===== config.mk =====
export PLATFORM = sky130hd
export DESIGN_NAME = user_move_ctrl
export DESIGN_NICKNAME = d
export VERILOG_FILES = /design/src/rtl/user_move_ctrl.sv
export SDC_FILE = /design/constraint.sdc
export NUM_CORES = 1
export LEC_CHECK = 0
export CAP_MARGIN = 20
export CORE_MARGIN = 2
export CORE_UTILIZATION = 39
export DETAILED_ROUTE_END_ITERATION = 8
export HOLD_SLACK_MARGIN = 0.1
export PLACE_DENSITY = 0.81
export SYNTH_ARGS = -nofsm -noshare
export SYNTH_HDL_FRONTEND = slang
export SYNTH_SLANG_ARGS = --single-unit

===== constraint.sdc =====
create_clock -name clk -period 2.85 [get_ports clk]
set_input_delay 0.57 -clock clk [delete_from_list [all_inputs] [get_ports clk]]
set_output_delay 0.57 -clock clk [all_outputs]
set_load 0.01 [all_outputs]

===== src/rtl/user_move_ctrl.sv =====
// user_move_ctrl
//   Player-input controller for the board game. Turns five debounced button
//   levels into cursor motion and piece select/commit. Each candidate move is
//   sent to an external legality checker over a req/ack handshake. An accepted
//   move is committed to board storage as two valid/ready writes: the
//   destination square first, then clearing of the source square.
//
// Ports
//   clk, reset        clock; asynchronous active-high reset
//   board_flat        square k at [k*PIECE_W +: PIECE_W], k = row*COLS + col
//   btn_c/u/d/l/r     debounced synchronous button levels
//   chk_req           legality request, held until chk_ack
//   chk_ack, chk_ok   checker response strobe and verdict
//   wr_en/addr/data   board write, held until wr_ready
//   wr_ready          board accepts the write when wr_en & wr_ready
//   cursor            cursor square index
//   selection         selected square index, sel_valid while held
//   player_turn       0 white, 1 black
//   state             FSM state (IDLE..CLEAR)
//   move_count        committed moves, wraps at 0xFFFF
//   err_timeout       one-cycle pulse on checker timeout
module user_move_ctrl #(
  parameter int ROWS        = 8,
  parameter int COLS        = 8,
  parameter int PIECE_W     = 4,
  parameter int WRAP        = 0,
  parameter int REPEAT_CYC  = 0,
  parameter int CHK_TIMEOUT = 255,
  localparam int N          = ROWS * COLS,
  localparam int AW         = $clog2(N)
) (
  input  logic                 clk,
  input  logic                 reset,
  input  logic [N*PIECE_W-1:0] board_flat,
  input  logic                 btn_c,
  input  logic                 btn_u,
  input  logic                 btn_d,
  input  logic                 btn_l,
  input  logic                 btn_r,
  output logic                 chk_req,
  input  logic                 chk_ack,
  input  logic                 chk_ok,
  output logic                 wr_en,
  output logic [AW-1:0]        wr_addr,
  output logic [PIECE_W-1:0]   wr_data,
  input  logic                 wr_ready,
  output logic [AW-1:0]        cursor,
  output logic [AW-1:0]        selection,
  output logic                 sel_valid,
  output logic                 player_turn,
  output logic [2:0]           state,
  output logic [15:0]          move_count,
  output logic                 err_timeout
);

  localparam int RW = (ROWS > 1) ? $clog2(ROWS) : 1;
  localparam int CW = (COLS > 1) ? $clog2(COLS) : 1;
  localparam int TW = $clog2(CHK_TIMEOUT + 1);
  localparam int PW = (REPEAT_CYC > 1) ? $clog2(REPEAT_CYC) : 1;

  localparam logic [RW-1:0] ROW_MAX  = RW'(ROWS - 1);
  localparam logic [CW-1:0] COL_MAX  = CW'(COLS - 1);
  localparam logic [TW-1:0] TMO_LAST = TW'(CHK_TIMEOUT - 1);
  localparam logic [PW-1:0] REP_LAST = PW'((REPEAT_CYC > 0) ? REPEAT_CYC - 1 : 0);

  typedef enum logic [2:0] {
    IDLE   = 3'd0,
    SELECT = 3'd1,
    ARMED  = 3'd2,
    CHECK  = 3'd3,
    PLACE  = 3'd4,
    CLEAR  = 3'd5
  } state_t;

  state_t               state_q;
  logic [RW-1:0]        row_q, row_d;
  logic [CW-1:0]        col_q, col_d;
  logic [PW-1:0]        rep_cnt_q, rep_cnt_d;
  logic [TW-1:0]        tmo_cnt_q;
  logic [4:0]           btn_q;
  logic [AW-1:0]        sel_q, dst_q, wr_addr_q;
  logic [PIECE_W-1:0]   piece_q, wr_data_q;
  logic                 sel_valid_q, turn_q, chk_req_q, wr_en_q, err_q;
  logic [15:0]          move_cnt_q;

  // Button vector order: {c, u, d, r, l}; low four bits are directions in priority order.
  logic [4:0]           btn_lvl, btn_rise;
  logic [3:0]           want;
  logic                 dir_held, dir_rise, rep_fire, can_move, c_rise, own_cur;
  logic [AW-1:0]        cursor_w;
  logic [PIECE_W-1:0]   sq [N];
  logic [PIECE_W-1:0]   cur_sq, sel_sq;

  for (genvar k = 0; k < N; k++) begin : g_sq
    assign sq[k] = board_flat[k*PIECE_W +: PIECE_W];
  end

  assign btn_lvl  = {btn_c, btn_u, btn_d, btn_r, btn_l};
  assign btn_rise = btn_lvl & ~btn_q;
  assign c_rise   = btn_rise[4];
  assign dir_held = |btn_lvl[3:0];
  assign dir_rise = |btn_rise[3:0];
  // A fresh press restarts the repeat interval, so a repeat never lands right after an edge step.
  assign rep_fire = (REPEAT_CYC > 0) && dir_held && !dir_rise && (rep_cnt_q == REP_LAST);
  assign want     = btn_rise[3:0] | ({4{rep_fire}} & btn_lvl[3:0]);
  assign can_move = (state_q == SELECT) || (state_q == ARMED);

  assign cursor_w = AW'(int'(row_q) * COLS + int'(col_q));
  assign cur_sq   = sq[cursor_w];
  assign sel_sq   = sq[sel_q];
  assign own_cur  = (cur_sq != '0) && (cur_sq[PIECE_W-1] == turn_q);

  // NOTE: every signal written in always_comb takes a default first so no path leaves it unassigned (no latch).
  always_comb begin
    row_d = row_q;
    col_d = col_q;
    if (can_move) begin
      if (want[3])
        row_d = (row_q == '0) ? ((WRAP != 0) ? ROW_MAX : row_q) : row_q - 1'b1;
      else if (want[2])
        row_d = (row_q == ROW_MAX) ? ((WRAP != 0) ? {RW{1'b0}} : row_q) : row_q + 1'b1;
      else if (want[1])
        col_d = (col_q == COL_MAX) ? ((WRAP != 0) ? {CW{1'b0}} : col_q) : col_q + 1'b1;
      else if (want[0])
        col_d = (col_q == '0) ? ((WRAP != 0) ? COL_MAX : col_q) : col_q - 1'b1;
    end
  end

  always_comb begin
    rep_cnt_d = rep_cnt_q + 1'b1;
    if (!dir_held || dir_rise || (rep_cnt_q == REP_LAST))
      rep_cnt_d = '0;
  end

  // NOTE: sequential state uses non-blocking assignments so every register samples pre-edge values.
  always_ff @(posedge clk or posedge reset) begin
    if (reset) begin
      state_q     <= IDLE;
      row_q       <= '0;
      col_q       <= '0;
      rep_cnt_q   <= '0;
      tmo_cnt_q   <= '0;
      btn_q       <= '0;
      sel_q       <= '0;
      dst_q       <= '0;
      piece_q     <= '0;
      sel_valid_q <= 1'b0;
      turn_q      <= 1'b0;
      chk_req_q   <= 1'b0;
      wr_en_q     <= 1'b0;
      wr_addr_q   <= '0;
      wr_data_q   <= '0;
      move_cnt_q  <= '0;
      err_q       <= 1'b0;
    end else begin
      btn_q     <= btn_lvl;
      row_q     <= row_d;
      col_q     <= col_d;
      rep_cnt_q <= rep_cnt_d;
      err_q     <= 1'b0;
      case (state_q)
        IDLE: state_q <= SELECT;
        SELECT: begin
          if (c_rise && own_cur) begin
            state_q     <= ARMED;
            sel_q       <= cursor_w;
            sel_valid_q <= 1'b1;
          end
        end
        ARMED: begin
          if (c_rise) begin
            if (cursor_w == sel_q) begin
              state_q     <= SELECT;
              sel_valid_q <= 1'b0;
            end else if (own_cur) begin
              sel_q <= cursor_w;
            end else begin
              state_q   <= CHECK;
              dst_q     <= cursor_w;
              piece_q   <= sel_sq;
              chk_req_q <= 1'b1;
              tmo_cnt_q <= '0;
            end
          end
        end
        CHECK: begin
          if (chk_ack) begin
            chk_req_q <= 1'b0;
            tmo_cnt_q <= '0;
            if (chk_ok) begin
              state_q   <= PLACE;
              wr_en_q   <= 1'b1;
              wr_addr_q <= dst_q;
              wr_data_q <= piece_q;
            end else begin
              state_q     <= SELECT;
              sel_valid_q <= 1'b0;
            end
          end else if (tmo_cnt_q == TMO_LAST) begin
            chk_req_q   <= 1'b0;
            tmo_cnt_q   <= '0;
            state_q     <= SELECT;
            sel_valid_q <= 1'b0;
            err_q       <= 1'b1;
          end else begin
            tmo_cnt_q <= tmo_cnt_q + 1'b1;
          end
        end
        PLACE: begin
          if (wr_ready) begin
            state_q   <= CLEAR;
            wr_addr_q <= sel_q;
            wr_data_q <= '0;
          end
        end
        CLEAR: begin
          if (wr_ready) begin
            state_q     <= SELECT;
            wr_en_q     <= 1'b0;
            sel_valid_q <= 1'b0;
            turn_q      <= ~turn_q;
            move_cnt_q  <= move_cnt_q + 16'd1;
          end
        end
        default: state_q <= IDLE;
      endcase
    end
  end

  assign chk_req     = chk_req_q;
  assign wr_en       = wr_en_q;
  assign wr_addr     = wr_addr_q;
  assign wr_data     = wr_data_q;
  assign cursor      = cursor_w;
  assign selection   = sel_q;
  assign sel_valid   = sel_valid_q;
  assign player_turn = turn_q;
  assign state       = state_q;
  assign move_count  = move_cnt_q;
  assign err_timeout = err_q;

endmodule


# After elaboration in Yosys (flattened, before gate mapping)
# Index checks and enable logic that the tools add are counted.
[classes]
addsub = 7
order_cmp = 2
n_eq_ne = 27
mux = 62
bitwise_logic = 9
n_reduce_logical = 25
[op_table]
columns = ["cell", "count"]
rows = [
  ["$mux 3", 17],
  ["$bmux 4 s6", 2],
  ["$mux 6", 7],
  ["$mux 8", 5],
  ["$mux 4", 7],
  ["$ne 2x2->1 const B", 12],
  ["$pmux 6 s2", 2],
  ["$reduce_and 4->1", 5],
  ["$pmux 3 s6", 1],
  ["$add 16x1->16 const B", 1],
  ["$mux 1", 16],
  ["$pmux 8 s2", 1],
  ["$ge 7x7->1 const B", 2],
  ["$not 6->7", 2],
  ["$eq 3x3->1 const B", 4],
  ["$reduce_and 6->1", 2],
  ["$reduce_bool 2->1", 6],
  ["$reduce_and 5->1", 2],
  ["$logic_not 3->1", 3],
  ["$add 8x1->8 const B", 1],
  ["$eq 8x8->1 const B", 1],
  ["$pmux 4 s2", 1],
  ["$reduce_bool 4->1", 2],
  ["$reduce_and 7->1", 1],
  ["18 further kinds", 29],
]
[totals]
regBits = 69
output_inout_bits = 46

# Logic depth before layout (Yosys ltp)
# Gate-level depths: netlist of run 1.
[depth]
depth_word = 11
mapped_depth = 14
mapped_depth_nobuf = 9

# Worst setup path after synthesis of run 1
# No wires, ideal clock.
[synth_path]
path_kind = "flip-flop to flip-flop"
startpoint = "register sel_q[0], in the netlist selection[0]"
endpoint = "register piece_q[0]"
setup_time_ns = 0.125
t_arrival_ns = 3.059
t_required_ns = 2.725
setup_slack_ns = -0.334
stages_incl_launch_ff = 8
path_buffers = 3
period_less_slack_ns = 3.184
path_cell_list = "dfrtp_1 clkbuf_1 buf_2 buf_1 mux4_2 mux4_2 mux4_2 mux2_2"
[synth_via]
elab_chain_len = 4
elab_cells_between_ends = 7
[synth_rtl]
columns = ["element", "line", "text"]
rows = [
  ["start: declaration", "81", "logic [AW-1:0] sel_q, dst_q, wr_addr_q;"],
  ["start signal: assignment", "166", "sel_q <= cursor_w;"],
  ["start signal: assignment", "176", "sel_q <= cursor_w;"],
  ["$not 6->7 (implied by the code)", "110", "assign sel_sq = sq[sel_q];"],
  ["$bmux 4 s6", "110", ""],
  ["$mux 4 (implied by the code) (2 in a row)", "110", ""],
  ["end signal: assignment", "180", "piece_q <= sel_sq;"],
  ["end: declaration", "82", "logic [PIECE_W-1:0] piece_q, wr_data_q;"],
]
# Parallel ways exist; a longest one is shown, timed or not. The select of a mux whose other input is x is not followed.
# A chain may end at the register's enable or synchronous reset.

# Worst setup path after layout of run 1
[layout_path]
startpoint = "register col_q[1]"
endpoint = "register tmo_cnt_q[7]"
[layout_via]
elab_chain_len = 9
elab_cells_between_ends = 12
[layout_rtl]
columns = ["element", "line", "text"]
rows = [
  ["start: declaration", "77", "logic [CW-1:0] col_q, col_d;"],
  ["start signal: assignment", "158", "col_q <= col_d;"],
  ["$add 6x3->6 (*)", "108", "assign cursor_w = AW'(int'(row_q) * COLS + int'(col_q));"],
  ["$not 6->7 (implied by the code)", "109", "assign cur_sq = sq[cursor_w];"],
  ["$bmux 4 s6", "109", ""],
  ["$mux 4 (implied by the code) (2 in a row)", "109", ""],
  ["$reduce_bool 4->1 or $eq 1x1->1 (tied branches)", "111", "assign own_cur = (cur_sq != '0) && (cur_sq[PIECE_W-1] == turn_q);"],
  ["$logic_and 1x1->1", "111", ""],
  ["$ne 2x2->1 (no line)", "n/a", ""],
  ["$reduce_and 4->1 (no line) (*)", "n/a", ""],
  ["end signal: assignment", "206", "tmo_cnt_q <= tmo_cnt_q + 1'b1;"],
  ["end: declaration", "79", "logic [TW-1:0] tmo_cnt_q;"],
]
# Mark *: on every way between the ends. The rest lies on a longest branch, timed or not. The select of a mux whose other input is x is not followed.

==> out/qor_table.md, run 1 <==
| Group | Result | Value |
|:---|:---|:---|
| clock tree | Total clock buffers created by CTS | 9 |
| sta | Minimum setup slack in the final design | -0.326 ns |
| clock tree | CTS tree | done |
| placement | Number of port buffers | 311 |
| clock tree | Clock tree buffer depth | 2 |
| sta | Tmin final | 3.18 ns |
| sta | Actual slew at the worst max-slew pin | 1.00 ns |
| yosys | Top cells by area, synth | sky130_fd_sc_hd__mux4_2 (35%), sky130_fd_sc_hd__dfrtp_1 (24%), sky130_fd_sc_hd__mux2_2 (3.3%) |
| routing | Starting DRC count in detailed routing | 520 |
| floorplan | Number of placed I/O pins | 312 |
| sta | Hold violation total from the final report | 0 |
| placement | Post-DP HPWL | 22300 µm |
| floorplan | Width of the die | 139 µm |
| worst setup path | Endpoint class of the critical path | flop |
| yosys | Synthesized netlist cell count | 613 |
| run status | Violations in the final reports | setup timing |
| sta | Pins over their slew limit | 0 |
| floorplan | Total number of placement rows | 49 |
| global route | Global router's overall resource usage | 28.5% |
| yosys | Post-Syn Nets | 884 |
| pwr | Pwr per Cell Area | 927 mW/mm² |
| floorplan | Die footprint | 0.0193 mm² |
| yosys | Sequential share of the synthesized area | 24.4% |
| yosys | Cell taking the most area after synthesis | sky130_fd_sc_hd__mux4_2 |
| clock tree | Insertion delay of the later-clocked pin in the worst-skew pair | 0.33 ns |
| layout | Non-filler cells in the finished layout | 1211 |
| routing | DR pass1 iterations | 5 |
| layout | Most frequent standard cell in the layout excluding fill and tap cells | sky130_fd_sc_hd__clkdlybuf4s50_1 |
| pwr | Max IR drop VDD | 622 µV |
| yosys | Synth Flop Type | sky130_fd_sc_hd__dfrtp_1 |
| clock tree | Number of sinks driven by the clock tree | 69 |
| yosys | Number of synthesized register bits | 69 |
| clock tree | Number of levels in the clock H-tree | 3 |
| layout | Fin nets | 1248 |
| sta | Worst relative slew slack | 33.0% |
| routing | Number of routed nets with antenna violations | 0 |
| yosys | Post-synthesis area per instance | 11.6 µm² |
| routing | Routed WL per cell | 23.2 µm |
| routing | Vias after detailed routing | 7351 |
| global route | Number of antenna violations at the first check in global routing | 0 |
| hold path | Class of the tightest hold or removal check | flop to flop |
| global route | Vias in the first global route | 7815 |
| layout | Highest-count cells in the layout ignoring fill and taps | sky130_fd_sc_hd__clkdlybuf4s50_1 (300), sky130_fd_sc_hd__mux4_2 (116), sky130_fd_sc_hd__buf_4 (70) |
| routing | DRC | 0 |
| layout | Share of final-layout standard cells stronger than drive strength 1 | 31.7% |
| yosys | Post-synth EDFFs | 0 |
| placement | Weighted congestion reported at the end of routability-driven placement | 0.899 |
| layout | Area growth from synthesis to layout | 66.8% |
| worst setup path | Worst setup SP type | flop |
| yosys | Post-synth top area share | 35.0% |
| hold path | Hold Path Origin | move_count[15] |
| sta | Peak Freq | 0.315 GHz |
| layout | # diodes | 0 |
| clock tree | Clock transition at the registers of the reported paths | 0.06 ns |
| worst setup path | Required time of the critical path | 3.07 ns |
| floorplan | Starting density of the core | 39.6% |
| worst setup path | Crit Path Class | flop to flop |
| global route | Total gr overflow | 0 |
| routing | Vias per cell | 6.07 |
| worst setup path | Setup crit start | col_q[1] |
| yosys | Synth warnings | 0 |
| flow run | Max-cap violations | 0 |
| worst setup path | Worst-path fanout max | 8 |
| clock tree | Number of buffers inserted by hold repair at cts | 0 |
| global route | Global-route wire length before repair | 43100 µm |
| yosys | Fraction of registers with async set or reset after synthesis | 100% |
| sta | Fin Clk Skew | 0.00336 ns |
| sta | Count of endpoints failing setup in the final report | 28 |
| global route | Maximum number of pins on one net before global-route repair | 45 |
| pwr | LEAKAGE | 4.53 nW |
| clock tree | Cell at the root of the clock tree | sky130_fd_sc_hd__clkbuf_16 |
| worst setup path | Launch instance of the worst register-to-register path | col_q[1] |
| routing | Wirelength, routed | 28100 µm |
| floorplan | Area of the core region | 0.0179 mm² |
| yosys | Count of distinct cell types in the synthesized netlist | 65 |
| worst setup path | Setup slack of the most critical reg-to-reg path | -0.33 ns |
| sta | Part of the cycle the worst path needs | 111% |
| yosys | Area of the mapped netlist | 0.00708 mm² |
| run status | Run status | finished, violations left |
| worst setup path | Arrival @ worst endpoint | 3.40 ns |
| sta | Setup repair after global routing missed its margin | yes |
| floorplan | Y dimension of the die | 139 µm |
| placement | Count of placed standard cells including taps | 1180 |
| sta | Setup TNS | -6.95 ns |
## sequential cells by signal, indices dropped and copies added (netlist names)
register,cells
col_q,3
btn_q,5
wr_en,1
tmo_cnt_q,8
state,3
piece_q,4
dst_q,6
wr_addr,6
chk_req,1
move_count,16
err_timeout,1
row_q,3
selection,6
wr_data,4
player_turn,1
sel_valid,1
## cell families after synthesis
kind of cell | count (synthesis) | synth area share [%]
mux | 148 | 42.3
fa+ha+maj | 5 | 1.10
flops | 69 | 24.4
xor+xnor | 29 | 3.59
buf+inv | 64 | 4.29
compound gates | 104 | 11.1
simple gates | 194 | 13.2
## path summary, 6_finish.rpt
path,end,depth (start not counted)
worst max-delay path,tmo_cnt_q[7],9
worst min-delay path,move_count[15],1
worst max register to register,tmo_cnt_q[7],9
worst min register to register,move_count[15],1
max in group asynchronous,col_q[1],3
min in group asynchronous,move_count[4],2
## what timing repair did
action | CTS | global route
endpoints found under the setup margin | 28 | 28
setup buffers | 10 | 7
gates cloned | 1 | 1
gates resized for setup | 45 | 44
pin swaps | 16 | 20
## worst max-delay path: stages (launching register included)
cell and delay, ns:
sky130_fd_sc_hd__dfrtp_4 0.52, sky130_fd_sc_hd__buf_12 0.17, sky130_fd_sc_hd__buf_8 0.14, sky130_fd_sc_hd__mux4_2 0.29
sky130_fd_sc_hd__mux4_2 0.55, sky130_fd_sc_hd__a2111oi_4 0.36, sky130_fd_sc_hd__a211o_1 0.24, sky130_fd_sc_hd__o21ai_4 0.09
sky130_fd_sc_hd__o41a_4 0.41, sky130_fd_sc_hd__a211o_1 0.28
## synthesized netlist by cell type (all sizes together) (8+ instances only)
library cell	instances
dfrtp	69
xor2	10
mux2	21
clkbuf	25
mux4	117
o21ai	26
mux2i	10
nor2	53
inv	12
nand2b	11
or2	9
a21oi	11
nor3	42
nor4	8
nand2	43
buf	27
xnor2	19
## power by group
part / switching (mW) / internal [mW] / total (mW)
clock network: 0.443 / 0.589 / 1.03
logic: 3.64 / 4.59 / 8.23
registers: 0.419 / 1.28 / 1.69
total: 4.51 / 6.45 / 11.0
## routing by layer
metal	part of all wire, %	GRT usage [%]	wire length, µm
met2	54	52.7	15000
met1	36	34.3	10200
met4	3.0	8.67	855
met3	7.1	4.52	1990
met5	0	0	0
## per-stage QoR
| step | hold slack, ns | total power [mW] | setup slack, ns | area, µm² | util (%) |
|---|---|---|---|---|---|
| after floorplan | 0.469 | 6.16 | -0.151 | 7180 | - |
| after global placement | 0.461 | 8.92 | -0.627 | 11100 | 61.9 |
| after detailed placement | 0.469 | 9.05 | -0.696 | 11100 | 61.9 |
| after CTS | 0.477 | 10.6 | -0.362 | 11600 | 65.1 |
| after global routing | 0.495 | 11.5 | -0.407 | 11800 | 66.0 |
| final | 0.477 | 11.0 | -0.326 | 11800 | 66.0 |
## cell type report
cell class                      instances  area (µm²)
Fill cell                            1376        6080
Timing Repair Buffer                  405        4070
Clock buffer                            9         225
Inverter                               12        45.0
Tap cell                              229         287
Sequential cell                        69        1740
Clock inverter                          7        50.0
Multi-Input combinational cell        480        5400
Power figures use the tool's default switching activity.
==> run 2: changes to the inputs <==
- CAP_MARGIN: 20 -> default
==> results of run 2 <==
Same layout as run 1: the final DEF is identical, and so are final timing and power.
==> run 3: changes to the inputs <==
- CORE_AREA: default -> 2 2 123 125
- CORE_MARGIN: 2 -> default
- CORE_UTILIZATION: 39 -> default
- DIE_AREA: default -> 0 0 125 127
- DONT_BUFFER_PORTS: default -> 1
- PLACE_DENSITY: 0.81 -> 0.69
- SLEW_MARGIN: default -> 20
==> run 3 against run 2 <==
Against the previous run:
- the run still ends with setup timing left
- die area down 18%
- sequential cell count is the same
- worst hold slack lost 0.35 ns
- via count shrank 16%
- sequential power about the same
- total power is 6.8% lower
- cell count fell by 29%
- global-route usage is 1.8 points higher
- largest cell class unchanged
- largest power group unchanged
- highest routed layer unchanged
==> out/qor_table.md, run 3 (synthesis gave the netlist of run 1 again) <==
| Group | Result | Value |
|:---|:---|:---|
| layout | Fin nets | 942 |
| floorplan | Number of placed I/O pins | 312 |
| floorplan | Width of the die | 125 µm |
| sta | Count of endpoints failing setup in the final report | 28 |
| floorplan | Y dimension of the die | 127 µm |
| clock tree | Total clock buffers created by CTS | 9 |
| placement | Weighted congestion reported at the end of routability-driven placement | 0.957 |
| sta | Peak Freq | 0.311 GHz |
| worst setup path | Crit Path Class | flop to flop |
| floorplan | Starting density of the core | 49.1% |
| worst setup path | Arrival @ worst endpoint | 3.43 ns |
| clock tree | Number of levels in the clock H-tree | 3 |
| clock tree | CTS tree | done |
| sta | Setup TNS | -8.03 ns |
| worst setup path | Cells along the critical path | buf_12 > or2_4 > nor3_4 > nor4_2 > buf_4 > a22oi_2 > a2111oi_4 > a211o_1 > buf_4 > o21a_1 > a211oi_4 > buf_6 > mux2_4 |
| placement | Post-DP HPWL | 19900 µm |
| run status | Violations in the final reports | setup timing |
| worst setup path | CP bufs+invs | 4 |
| pwr | Clk network pwr share | 11.8% |
| worst setup path | Critical-path top delay cell | sky130_fd_sc_hd__dfrtp_2 |
| worst setup path | Worst-path fanout max | 11 |
| sta | Setup repair after global routing missed its margin | yes |
| routing | Vias per cell | 7.21 |
| worst setup path | Required time of the critical path | 3.06 ns |
| layout | Number of filler instances in the final layout | 1176 |
| layout | Area growth from synthesis to layout | 22.4% |
| worst setup path | Worst setup SP type | flop |
| layout | Number of flip-flops in the largest register | 16 |
| worst setup path | Crit-path max cell delay | 0.44 ns |
| run status | Run status | finished, violations left |
| placement | Count of placed standard cells including taps | 816 |
| placement | Number of port buffers | 0 |
| worst setup path | Endpoint class of the critical path | flop |
| pwr | NetSw | 4.24 mW |
| routing | DRC | 0 |
| layout | Share of final-layout standard cells stronger than drive strength 1 | 45.7% |
| routing | Vias after detailed routing | 6201 |
| floorplan | Area of the core region | 0.0144 mm² |
| worst setup path | Family of cells with the greatest summed delay on the critical path | compound AO/OA/AOI/OAI gates |
| pwr | Net Sw Frac | 41.5% |
| placement | Post-Place Worst Slack | -0.376 ns |
| sta | Pins over their slew limit | 0 |
| routing | DR pass1 iterations | 5 |
| flow run | Max-cap violations | 0 |
| floorplan | Total number of placement rows | 44 |
| layout | Most frequent standard cell in the layout excluding fill and tap cells | sky130_fd_sc_hd__mux4_2 |
| clock tree | Cell at the root of the clock tree | sky130_fd_sc_hd__clkbuf_16 |
| sta | Tmin final | 3.21 ns |
| sta | Worst relative slew slack | 35.5% |
| routing | Wirelength, routed | 25200 µm |
| pwr | LEAKAGE | 3.29 nW |
| pwr | Total Power Consumption | 10.2 mW |
| layout | Highest-count cells in the layout ignoring fill and taps | sky130_fd_sc_hd__mux4_2 (116), sky130_fd_sc_hd__buf_4 (79), sky130_fd_sc_hd__dfrtp_1 (65) |
| global route | Global-route wire length before repair | 37100 µm |
| hold path | Class of the tightest hold or removal check | primary input to asynchronous set/reset pin |
| global route | Number of antenna violations at the first check in global routing | 0 |
| layout | Non-filler cells in the finished layout | 860 |
| routing | Number of routed nets with antenna violations | 0 |
| global route | Vias in the first global route | 6499 |
| clock tree | Insertion delay of the later-clocked pin in the worst-skew pair | 0.33 ns |
| worst setup path | Most frequent cell on the critical path | sky130_fd_sc_hd__buf_4 |
| routing | Routed WL per cell | 29.4 µm |
| pwr | Power share of the combinational group | 71.5% |
| clock tree | Number of buffers inserted by hold repair at cts | 0 |
| pwr | Max IR drop VDD | 513 µV |
| clock tree | Clock tree buffer depth | 2 |
| global route | Total gr overflow | 0 |
| pwr | Power share of the sequential group | 16.7% |
| global route | Global router's overall resource usage | 30.4% |
| sta | Actual slew at the worst max-slew pin | 0.968 ns |
| clock tree | Number of sinks driven by the clock tree | 69 |
| floorplan | Die footprint | 0.0159 mm² |
| sta | Part of the cycle the worst path needs | 113% |
| pwr | Cell internal pwr | 5.98 mW |
| routing | Starting DRC count in detailed routing | 570 |
| clock tree | Clock transition at the registers of the reported paths | 0.06 ns |
| layout | # diodes | 0 |
| sta | Fin Clk Skew | 0.00573 ns |
| pwr | Pwr per Cell Area | 1180 mW/mm² |
| sta | Minimum setup slack in the final design | -0.364 ns |
| sta | Hold violation total from the final report | 0 |
| global route | Maximum number of pins on one net before global-route repair | 51 |
[run 3: cell types whose count changed in the layout (fill, tap and decap cells not counted), moves of 6 or more]
cell,delta
sky130_fd_sc_hd__nor3_2,-6
sky130_fd_sc_hd__dlymetal6s2s_1,-8
sky130_fd_sc_hd__buf_4,+9
sky130_fd_sc_hd__nor3_1,+6
sky130_fd_sc_hd__clkdlybuf4s50_1,-300
[run 3: worst reg2reg max path: cells and delay by family, from the launching register on]
kind / cells / cell delay (ns)
mux: 1 / 0.31
buf+inv: 4 / 0.65
flops: 1 / 0.44
compound gates: 5 / 1.14
simple gates: 3 / 0.55
[run 3: worst paths after layout]
path | from | endpoint | slack [ns] | cells past startpoint
worst min register to register | dst_q[0] | dst_q[0] | 0.51 | 1
max in group asynchronous | reset | selection[0] | 2.08 | 2
worst max register to register | col_q[0] | selection[0] | -0.36 | 13
min in group clk | btn_c | btn_q[4] | 0.27 | 0
worst min-delay path | reset | err_timeout | 0.13 | 1
worst max-delay path | col_q[0] | selection[0] | -0.36 | 13
[run 3: what timing repair did]
action / in CTS / in global routing
gates cloned: 0 / 2
resized for setup: 15 / 49
endpoints found under the setup margin: 28 / 28
pin swaps: 10 / 18
buffers inserted: 12 / 15
hold endpoints to repair: 0 / 0
[run 3: layer usage]
metal  GRT usage, %  share of wire, %  up-vias
li1               -                 -     2585
met4           12.0               4.2        0
met3           7.16               9.0       67
met2           52.8                51      404
met1           36.9                36     3145
met5              0                 0        -
[run 3: layout make-up]
class	count	area, µm²	area share (%)
clock inverters	7	97.6	1.13
clock buffers	9	225	2.60
flip-flops and latches	69	1740	20.0
well taps	184	230	2.66
repair buffers	99	976	11.3
inverters	12	45.0	0.520
multi-input cells	480	5360	61.8
[run 3: power by group through the flow]
stage | logic, mW | clock network (mW) | registers (mW)
after detailed placement | 6.34 | 0 | 1.72
after floorplan | 4.59 | 0 | 1.57
after CTS | 6.57 | 1.22 | 1.68
final | 7.30 | 1.21 | 1.71
after global routing | 7.72 | 1.27 | 1.75
after global placement | 6.23 | 0 | 1.70
[run 3: per-stage QoR]
step	hold WS, ns	utilization [%]	cell area [µm²]
2_1_floorplan	0.469	-	7180
3_3_place_gp	0.487	54.2	7820
5_1_grt	0.158	60.1	8670
4_1_cts	0.134	57.5	8300
6_report	0.130	60.1	8670
3_5_place_dp	0.490	54.2	7820
